$ cat src/rtl/dds_core_gen2_if.sv
// Configuration, strobe and sample bus between the register file / LUT side
// (master) and the DDS core (slave).
interface dds_core_gen2_if #(
  parameter int PHASE_W    = 24,
  parameter int ADDR_W     = 8,
  parameter int SAMPLE_W   = 8,
  parameter int GAIN_W     = 4,
  parameter int WAVE_WIDTH = 16
);
  logic                  enable_i;
  logic                  tick_i;
  logic                  sync_i;
  logic                  cfg_load_i;
  logic [PHASE_W-1:0]    tuning_word_i;
  logic [PHASE_W-1:0]    phase_off_i;
  logic [2:0]            src_i;
  logic [ADDR_W-1:0]     duty_i;
  logic [GAIN_W-1:0]     gain_i;
  logic [WAVE_WIDTH-1:0] offset_i;
  logic [ADDR_W-1:0]     lut_addr_o;
  logic [SAMPLE_W-1:0]   lut_data_i;
  logic                  cfg_pending_o;
  logic [WAVE_WIDTH-1:0] wave_o;
  logic                  valid_o;

  modport master (
    output enable_i, tick_i, sync_i, cfg_load_i, tuning_word_i, phase_off_i,
           src_i, duty_i, gain_i, offset_i, lut_data_i,
    input  lut_addr_o, cfg_pending_o, wave_o, valid_o
  );

  modport slave (
    input  enable_i, tick_i, sync_i, cfg_load_i, tuning_word_i, phase_off_i,
           src_i, duty_i, gain_i, offset_i, lut_data_i,
    output lut_addr_o, cfg_pending_o, wave_o, valid_o
  );
endinterface

$ cat src/rtl/dds_core_gen2.sv
// Tick-driven DDS generator: phase accumulator, five waveform sources, gain and
// saturating offset, with shadow/active config swapped only at safe points.
module dds_core_gen2 #(
  parameter int PHASE_W    = 24,
  parameter int ADDR_W     = 8,
  parameter int SAMPLE_W   = 8,
  parameter int GAIN_W     = 4,
  parameter int WAVE_WIDTH = 16
) (
  input logic            wb_clk_i,
  input logic            wb_rst_n_i,
  dds_core_gen2_if.slave bus
);
  localparam int PROD_W = SAMPLE_W + GAIN_W;

  typedef enum logic [2:0] {
    SRC_SINE   = 3'd0,
    SRC_SAW    = 3'd1,
    SRC_TRI    = 3'd2,
    SRC_SQUARE = 3'd3,
    SRC_RANDOM = 3'd4
  } src_e;

  typedef struct packed {
    logic [PHASE_W-1:0]    tuning;
    logic [PHASE_W-1:0]    phase_off;
    logic [2:0]            src;
    logic [ADDR_W-1:0]     duty;
    logic [GAIN_W-1:0]     gain;
    logic [WAVE_WIDTH-1:0] offset;
  } cfg_t;

  cfg_t                  cfg_in, shadow_r, active_r;
  logic                  pending_r;
  logic [PHASE_W-1:0]    phase_r;
  logic [PHASE_W:0]      phase_sum;
  logic                  accept, wrap, apply;
  logic [15:0]           lfsr_r;
  logic                  lfsr_fb;
  logic                  v0_r, v1_r, v2_r, valid_r;
  logic [2:0]            src0_r;
  logic [ADDR_W-1:0]     duty0_r;
  logic [PHASE_W-1:0]    poff0_r;
  logic [GAIN_W-1:0]     gain0_r, gain1_r;
  logic [WAVE_WIDTH-1:0] offset0_r, offset1_r, offset2_r;
  logic [ADDR_W-1:0]     addr;
  logic [ADDR_W-1:0]     tri_full;
  logic [SAMPLE_W-1:0]   sample_w, sample_r;
  logic [PROD_W-1:0]     prod_r;
  logic [WAVE_WIDTH:0]   sum_w;
  logic [WAVE_WIDTH-1:0] wave_r;

  always_comb begin
    cfg_in           = '0;
    cfg_in.tuning    = bus.tuning_word_i;
    cfg_in.phase_off = bus.phase_off_i;
    cfg_in.src       = bus.src_i;
    cfg_in.duty      = bus.duty_i;
    cfg_in.gain      = bus.gain_i;
    cfg_in.offset    = bus.offset_i;
  end

  assign phase_sum = {1'b0, phase_r} + {1'b0, active_r.tuning};
  assign accept    = bus.tick_i & bus.enable_i & ~bus.sync_i;
  assign wrap      = accept & phase_sum[PHASE_W];
  assign apply     = bus.sync_i | ~bus.enable_i | wrap;
  assign lfsr_fb   = lfsr_r[15] ^ lfsr_r[13] ^ lfsr_r[12] ^ lfsr_r[10];

  // A new load always wins over a same-cycle swap, discarding the old shadow.
  always_ff @(posedge wb_clk_i or negedge wb_rst_n_i) begin
    if (!wb_rst_n_i) begin
      shadow_r  <= '0;
      active_r  <= '0;
      pending_r <= 1'b0;
    end else if (bus.cfg_load_i) begin
      shadow_r  <= cfg_in;
      pending_r <= 1'b1;
    end else if (apply && pending_r) begin
      active_r  <= shadow_r;
      pending_r <= 1'b0;
    end
  end

  // The accepted tick latches the config it was issued under, so a swap on the
  // same edge never leaks into a sample that is already in flight.
  always_ff @(posedge wb_clk_i or negedge wb_rst_n_i) begin
    if (!wb_rst_n_i) begin
      phase_r   <= '0;
      lfsr_r    <= 16'h0001;
      v0_r      <= 1'b0;
      src0_r    <= SRC_SINE;
      duty0_r   <= '0;
      poff0_r   <= '0;
      gain0_r   <= '0;
      offset0_r <= '0;
    end else begin
      v0_r <= accept;
      if (bus.sync_i)
        phase_r <= '0;
      else if (accept)
        phase_r <= phase_sum[PHASE_W-1:0];
      if (accept) begin
        lfsr_r    <= {lfsr_r[14:0], lfsr_fb};
        src0_r    <= active_r.src;
        duty0_r   <= active_r.duty;
        poff0_r   <= active_r.phase_off;
        gain0_r   <= active_r.gain;
        offset0_r <= active_r.offset;
      end
    end
  end

  assign addr     = ADDR_W'((phase_r + poff0_r) >> (PHASE_W - ADDR_W));
  assign tri_full = {addr[ADDR_W-2:0], 1'b0} ^ {ADDR_W{addr[ADDR_W-1]}};

  always_comb begin
    sample_w = '0;
    case (src0_r)
      SRC_SINE:   sample_w = bus.lut_data_i;
      SRC_SAW:    sample_w = addr[ADDR_W-1 -: SAMPLE_W];
      SRC_TRI:    sample_w = SAMPLE_W'(tri_full >> (ADDR_W - SAMPLE_W));
      SRC_SQUARE: sample_w = (addr < duty0_r) ? '1 : '0;
      SRC_RANDOM: sample_w = lfsr_r[SAMPLE_W-1:0];
      default:    sample_w = '0;
    endcase
  end

  assign sum_w = (WAVE_WIDTH+1)'(prod_r) + {1'b0, offset2_r};

  always_ff @(posedge wb_clk_i or negedge wb_rst_n_i) begin
    if (!wb_rst_n_i) begin
      v1_r      <= 1'b0;
      v2_r      <= 1'b0;
      valid_r   <= 1'b0;
      sample_r  <= '0;
      gain1_r   <= '0;
      offset1_r <= '0;
      prod_r    <= '0;
      offset2_r <= '0;
      wave_r    <= '0;
    end else begin
      v1_r    <= v0_r;
      v2_r    <= v1_r;
      valid_r <= v2_r;
      if (v0_r) begin
        sample_r  <= sample_w;
        gain1_r   <= gain0_r;
        offset1_r <= offset0_r;
      end
      if (v1_r) begin
        prod_r    <= PROD_W'(sample_r) * PROD_W'(gain1_r);
        offset2_r <= offset1_r;
      end
      if (v2_r)
        wave_r <= sum_w[WAVE_WIDTH] ? '1 : sum_w[WAVE_WIDTH-1:0];
    end
  end

  assign bus.lut_addr_o    = addr;
  assign bus.cfg_pending_o = pending_r;
  assign bus.wave_o        = wave_r;
  assign bus.valid_o       = valid_r;
endmodule

$ cat src/flat_wrapper.sv
// flat-port wrapper written by rule: the top's interface ports become plain ports
module dds_core_gen2_flat 
#(
  parameter int PHASE_W    = 24,
  parameter int ADDR_W     = 8,
  parameter int SAMPLE_W   = 8,
  parameter int GAIN_W     = 4,
  parameter int WAVE_WIDTH = 16
)
  (wb_clk_i, wb_rst_n_i, bus_enable_i, bus_tick_i, bus_sync_i, bus_cfg_load_i, bus_tuning_word_i, bus_phase_off_i, bus_src_i, bus_duty_i, bus_gain_i, bus_offset_i, bus_lut_data_i, bus_lut_addr_o, bus_cfg_pending_o, bus_wave_o, bus_valid_o);
  dds_core_gen2_if #(.PHASE_W(PHASE_W), .ADDR_W(ADDR_W), .SAMPLE_W(SAMPLE_W), .GAIN_W(GAIN_W), .WAVE_WIDTH(WAVE_WIDTH)) bus_i ();
  input logic wb_clk_i;
  input logic wb_rst_n_i;
  input wire logic [$bits(bus_i.enable_i)-1:0] bus_enable_i;
  input wire logic [$bits(bus_i.tick_i)-1:0] bus_tick_i;
  input wire logic [$bits(bus_i.sync_i)-1:0] bus_sync_i;
  input wire logic [$bits(bus_i.cfg_load_i)-1:0] bus_cfg_load_i;
  input wire logic [$bits(bus_i.tuning_word_i)-1:0] bus_tuning_word_i;
  input wire logic [$bits(bus_i.phase_off_i)-1:0] bus_phase_off_i;
  input wire logic [$bits(bus_i.src_i)-1:0] bus_src_i;
  input wire logic [$bits(bus_i.duty_i)-1:0] bus_duty_i;
  input wire logic [$bits(bus_i.gain_i)-1:0] bus_gain_i;
  input wire logic [$bits(bus_i.offset_i)-1:0] bus_offset_i;
  input wire logic [$bits(bus_i.lut_data_i)-1:0] bus_lut_data_i;
  output wire logic [$bits(bus_i.lut_addr_o)-1:0] bus_lut_addr_o;
  output wire logic [$bits(bus_i.cfg_pending_o)-1:0] bus_cfg_pending_o;
  output wire logic [$bits(bus_i.wave_o)-1:0] bus_wave_o;
  output wire logic [$bits(bus_i.valid_o)-1:0] bus_valid_o;
  assign bus_i.enable_i = bus_enable_i;
  assign bus_i.tick_i = bus_tick_i;
  assign bus_i.sync_i = bus_sync_i;
  assign bus_i.cfg_load_i = bus_cfg_load_i;
  assign bus_i.tuning_word_i = bus_tuning_word_i;
  assign bus_i.phase_off_i = bus_phase_off_i;
  assign bus_i.src_i = bus_src_i;
  assign bus_i.duty_i = bus_duty_i;
  assign bus_i.gain_i = bus_gain_i;
  assign bus_i.offset_i = bus_offset_i;
  assign bus_i.lut_data_i = bus_lut_data_i;
  assign bus_lut_addr_o = bus_i.lut_addr_o;
  assign bus_cfg_pending_o = bus_i.cfg_pending_o;
  assign bus_wave_o = bus_i.wave_o;
  assign bus_valid_o = bus_i.valid_o;
  dds_core_gen2 #(.PHASE_W(PHASE_W), .ADDR_W(ADDR_W), .SAMPLE_W(SAMPLE_W), .GAIN_W(GAIN_W), .WAVE_WIDTH(WAVE_WIDTH)) u_core (.wb_clk_i(wb_clk_i), .wb_rst_n_i(wb_rst_n_i), .bus(bus_i));
endmodule
$ cat config.mk
export PLATFORM = sky130hd
export DESIGN_NAME = dds_core_gen2_flat
export DESIGN_NICKNAME = d
export VERILOG_FILES = /design/src/rtl/dds_core_gen2_if.sv /design/src/rtl/dds_core_gen2.sv /design/src/flat_wrapper.sv
export SDC_FILE = /design/constraint.sdc
export NUM_CORES = 1
export LEC_CHECK = 0
export ABC_AREA = 1
export BUFFER_PORTS_ARGS = -buffer_cell sky130_fd_sc_hd__buf_2
export CORE_ASPECT_RATIO = 1.1
export CORE_UTILIZATION = 42
export DETAILED_ROUTE_END_ITERATION = 8
export GPL_ROUTABILITY_DRIVEN = 0
export GPL_TIMING_DRIVEN = 0
export PLACE_DENSITY = 0.69
export SLEW_MARGIN = 0
export SYNTH_ARGS = -nofsm -noshare
export SYNTH_HDL_FRONTEND = slang
export SYNTH_SLANG_ARGS = --single-unit
$ cat constraint.sdc
create_clock -name wb_clk_i -period 3.9 [get_ports wb_clk_i]
set_input_delay 0.585 -clock wb_clk_i [delete_from_list [all_inputs] [get_ports wb_clk_i]]
set_output_delay 0.585 -clock wb_clk_i [all_outputs]
set_load 0.05 [all_outputs]
# Yosys cells after proc, flatten, opt, wreduce, memory -nomap -nowiden
# Index checks and enable logic that the tools add are counted.
# Widths: inputs -> output; s select.
dict set report totals {
  register_bits 330
  inputBits 93
  output_inout_bits 26
}
dict set report classes {
  addsub 3
  multipliers 1
  order_cmp 1
  eq_ne 4
  n_mux 7
  bitwise_logic 12
  n_reduce_logical 5
}
# cell n
set ops {}
lappend ops {{$mux 24} 2}
lappend ops {{$pmux 8 s5} 1}
lappend ops {{$add 24x24->25} 1}
lappend ops {{$add 24x24->24} 1}
lappend ops {{$add 12x16->17} 1}
lappend ops {{$mux 16} 1}
lappend ops {{$mul 8x4->12} 1}
lappend ops {{$lt 8x8->1} 1}
lappend ops {{$mux 8} 1}
lappend ops {{$xor 8x8->8} 1}
lappend ops {{$eq 3x2->1 const B} 2}
lappend ops {{$reduce_bool 2->1} 2}
lappend ops {{$and 1x1->1} 3}
lappend ops {{$eq 3x1->1 const B} 1}
lappend ops {{$eq 3x3->1 const B} 1}
lappend ops {{$logic_not 3->1} 1}
lappend ops {{$not 1->1} 3}
lappend ops {{$xor 1x1->1} 3}
lappend ops {{$mux 1} 2}
lappend ops {{$or 1x1->1} 2}
lappend ops {{$reduce_and 2->1} 1}
lappend ops {{$logic_and 1x1->1} 1}

# Longest topological paths before layout
dict set report depth {
  ltp_word 7
  mapped_depth 21
  ltp_nobuf 21
}

# Worst setup path after synthesis
# Ideal clock, no wire load.
dict set report synth_timing {
  kind {register -> register}
  start {register u_core.gain1_r[3]}
  end {register u_core.prod_r[10]}
  arrival_ns 3.060
  required_time_ns 3.766
  path_slack_ns 0.706
  path_stages_with_launch 16
  path_buffers 1
  synth_period_minus_slack_ns 3.194
  path_cell_list {dfrtp_1 clkbuf_1 nand2_1 fa_1 fa_1 inv_1 fa_1 nand3_1 nand3_1 nand2_1 nand2_1 a21oi_1 o21ai_0 a21oi_1 xor2_1 o21ai_0}
}
dict set report synth_via {
  elab_chain_cells 1
}
# item line_no
set synth_lines {}
lappend synth_lines {{start, declared} dds_core_gen2.sv:44} ;# logic [GAIN_W-1:0] gain0_r, gain1_r;
lappend synth_lines {{start signal, assigned} dds_core_gen2.sv:147} ;# gain1_r <= gain0_r;
lappend synth_lines {{$mul 8x4->12} dds_core_gen2.sv:151} ;# prod_r <= PROD_W'(sample_r) * PROD_W'(gain1_r);
lappend synth_lines {{end signal, assigned} dds_core_gen2.sv:151}
lappend synth_lines {{end, declared} dds_core_gen2.sv:49} ;# logic [PROD_W-1:0] prod_r;
# Every way passes these cells.
# A chain may end at the register's enable or synchronous reset.

# Worst setup path after layout
dict set report layout_timing {
  start {register u_core.gain1_r[2]}
  end {register u_core.prod_r[10]}
}
# Same word-level chain as after synthesis.

==> out/metrics.cfg <==
[critical_path]
start_kind = flip-flop
rr_worst_depth = 14
required_ns = 4.31
worst-r2r-setup-slack_ns = 0.40
path_max_fanout = 9
arrival_ns = 3.92
startpoint = u_core.gain1_r[2]
timing.rr.end = u_core.prod_r[10]
worstSetupEndpointType = flip-flop
reg2reg_from = u_core.gain1_r[2]
crit_type = reg2reg

[synthesis]
seq_area_frac_synth_pct = 49.3
avgSynthCellArea_um2 = 8.27
syn-num-nets = 2216
syn_inst = 2028
syn_area_mm2 = 0.0168
synth_ff_type = dfrtp_1
synth-seq-cells = 330
synth_edf_count = 0
synth_warnings = 0
synth_cell_type_count = 41
synthArstFlopShare_pct = 100

[clock_tree]
root_buffer = clkbuf_16
clk_pin_slew_ns = 0.06
worstSkewPairLatency_ns = 0.55
numCtsBuffers = 37
clk_path_buf_depth = 3
clock-sinks = 330
cts_tree = built
post_cts_buffers = 0
htreeDepth = 2

[min_path]
hold_path.class = in2async

[timing]
drv_slew = 0
rsz0062_at_grt = false
max-slew-margin-rel_pct = 33.6
whs_ns = 0.115
min_period_over_period_pct = 89.8
fin_skew_ns = 0.0266
final_hold_viol_count = 0
worst_pin_slew_ns = 0.988
fin_ws_ns = 0.396
fmax_ghz = 0.285
period_minus_slack_ns = 3.50
finalSetupViolations = 0

[finish]
drive_above_1_share_pct = 11.7
antenna_cells = 0
nets = 2371
fill_cells = 3741
layout-area-overhead-vs-synth_pct = 14.7
final_core_util_pct = 49.0
multi_input_area_mm2 = 0.00726
regArea_mm2 = 0.00826

[floorplanning]
initial_utilization_pct = 42.7
die_h_um = 212
dieArea_mm2 = 0.0407
core_area_mm2 = 0.0393
ios = 119
row_count = 76
die_width_um = 193

[routing]
post-route-drc-count = 8
drt_iter0_drc = 791
dr.pass1.iters = 8
vias = 13800
viasPerCell = 5.08
postRouteAntennaNets = 0
avgRoutedWirePerCell_um = 15.2
drt_wl_total_um = 41300

[placed_design]
dp_slack_ns = 0.219
io_buffer_count = 117
dp_hpwl_um = 31400

[grt]
grt_pass1_wl_um = 68300
grt_pass1_vias = 13800
grt.overflow.total = 0
grt_max_degree = 118
track_usage_pct = 21.2
antenna_found_initial = 0

[status]
status = complete, but fails checks
violations = design-rule violations

[job]
drv_cap = 0

[power]
power.leakage_nw = 10.1
peakVddDrop_uv = 314
power.density_mw_per_mm2 = 547

-- worst max-delay path by stage --
stage,cells after the start,to
after floorplan,15,u_core.prod_r[10]
after global placement,1,u_core.shadow_r[14]
after detailed placement,15,u_core.prod_r[10]
after CTS,15,u_core.prod_r[10]
after global routing,14,u_core.prod_r[10]
final,14,u_core.prod_r[10]
-- layer usage --
metal	part of all wire (%)	up-vias	GRT usage [%]
met5	0	-	0
met4	3.6	0	8.55
met3	4.5	84	2.85
met2	48	355	35.7
met1	44	6546	27.2
li1	-	6794	-
-- sequential cells by signal, indices dropped and copies added, names as in the netlist, 3 cells and up --
signal             count
u_core.active_r       79
u_core.bus.wave_o     16
u_core.duty0_r         8
u_core.gain0_r         4
u_core.gain1_r         4
u_core.lfsr_r         16
u_core.offset0_r      16
u_core.offset1_r      16
u_core.offset2_r      16
u_core.phase_r        24
u_core.poff0_r        24
u_core.prod_r         12
u_core.sample_r        8
u_core.shadow_r       79
u_core.src0_r          3
-- layout make-up --
| type | count | share of cell area [%] |
|---|---|---|
| Timing Repair Buffer | 119 | 3.38 |
| Multi-Input combinational cell | 1394 | 37.7 |
| Sequential cell | 330 | 43.0 |
| Inverter | 229 | 4.47 |
| Clock inverter | 11 | 0.729 |
| Clock buffer | 53 | 5.44 |
| Buffer | 72 | 1.98 |
| Tap cell | 507 | 3.30 |
-- cells by family (layout without fill, tap and decap cells) --
group / after synthesis / count (layout) / share of synthesized area, %
xor+xnor: 21 / 21 / 1.10
compound gates: 394 / 394 / 13.5
buf+inv: 304 / 484 / 7.46
flops: 330 / 330 / 49.3
simple gates: 884 / 884 / 21.0
fa+ha+maj: 95 / 95 / 7.72
-- timing repair --
item                                    in CTS  in global routing
endpoints found under the setup margin       0                  1
resized for setup                            0                  0
hold buffers                                 0                  0
-- Yosys cell counts (all sizes together) (15+ instances only) --
cell type / instances / area share [%]
nand2: 707 / 16
o21ai: 270 / 9.2
nor2: 78 / 1.8
nand4: 19 / 0.71
nand3: 55 / 1.7
a21oi: 86 / 2.6
clkbuf: 59 / 1.3
inv: 229 / 5.1
buf: 16 / 1.0
ha: 81 / 6.0
nor3: 15 / 0.45
dfrtp: 329 / 49
-- report_power, final --
| part | switching [mW] | internal [mW] | leakage [nW] |
|---|---|---|---|
| registers | 0.446 | 4.05 | 4.18 |
| clock network | 1.39 | 1.96 | 0.573 |
| logic | 1.78 | 0.894 | 5.37 |
| total | 3.62 | 6.90 | 10.1 |
-- cells in the final DEF (no fill, tap or decap), types with 2 or more instances in the layout --
cell type	instances
a21oi_1	86
nand3_2	2
nand3b_1	3
or2_2	2
xor2_1	10
nand3_1	53
clkbuf_1	64
and2_1	2
fa_1	14
buf_6	14
o21ai_2	52
clkbuf_16	37
nor4_1	3
clkinv_2	4
a21o_1	10
buf_16	2
ha_1	81
o21a_1	4
o22ai_1	3
clkinvlp_4	2
nand2_2	2
nor2_2	4
nand4_1	19
nand2_1	704
inv_1	227
a31oi_1	4
clkbuf_8	6
nor3_1	15
xnor2_1	11
a22o_1	5
nor2_1	74
o21bai_1	6
buf_2	118
clkbuf_2	2
o21ai_0	203
o21ai_1	15
dfrtp_1	329
inv_2	2
-- critical path, stage by stage (launching register included) --
cell and delay [ns]:
dfrtp_1 0.54, nand2_1 0.13, fa_1 0.51, fa_1 0.55
inv_1 0.07, fa_1 0.48, nand3_1 0.09, nand3_1 0.08
nand2_1 0.09, nand2_1 0.06, a21oi_1 0.19, o21ai_0 0.13
a21oi_1 0.18, xor2_1 0.18, o21ai_0 0.09
-- stage by stage --
step / cells / area, um^2 / setup TNS (ns) / total power, mW
global placement: 2652 / 18000 / -1265.36 / 7.12
floorplan: 2028 / 16800 / 0 / 6.38
CTS: 2718 / 19200 / 0 / 10.6
finish: 2715 / 19200 / 0 / 10.5
global route: 2715 / 19200 / 0 / 11.2
detailed placement: 2654 / 18100 / 0 / 7.22
Note: power is estimated with default switching activity, not from simulation.
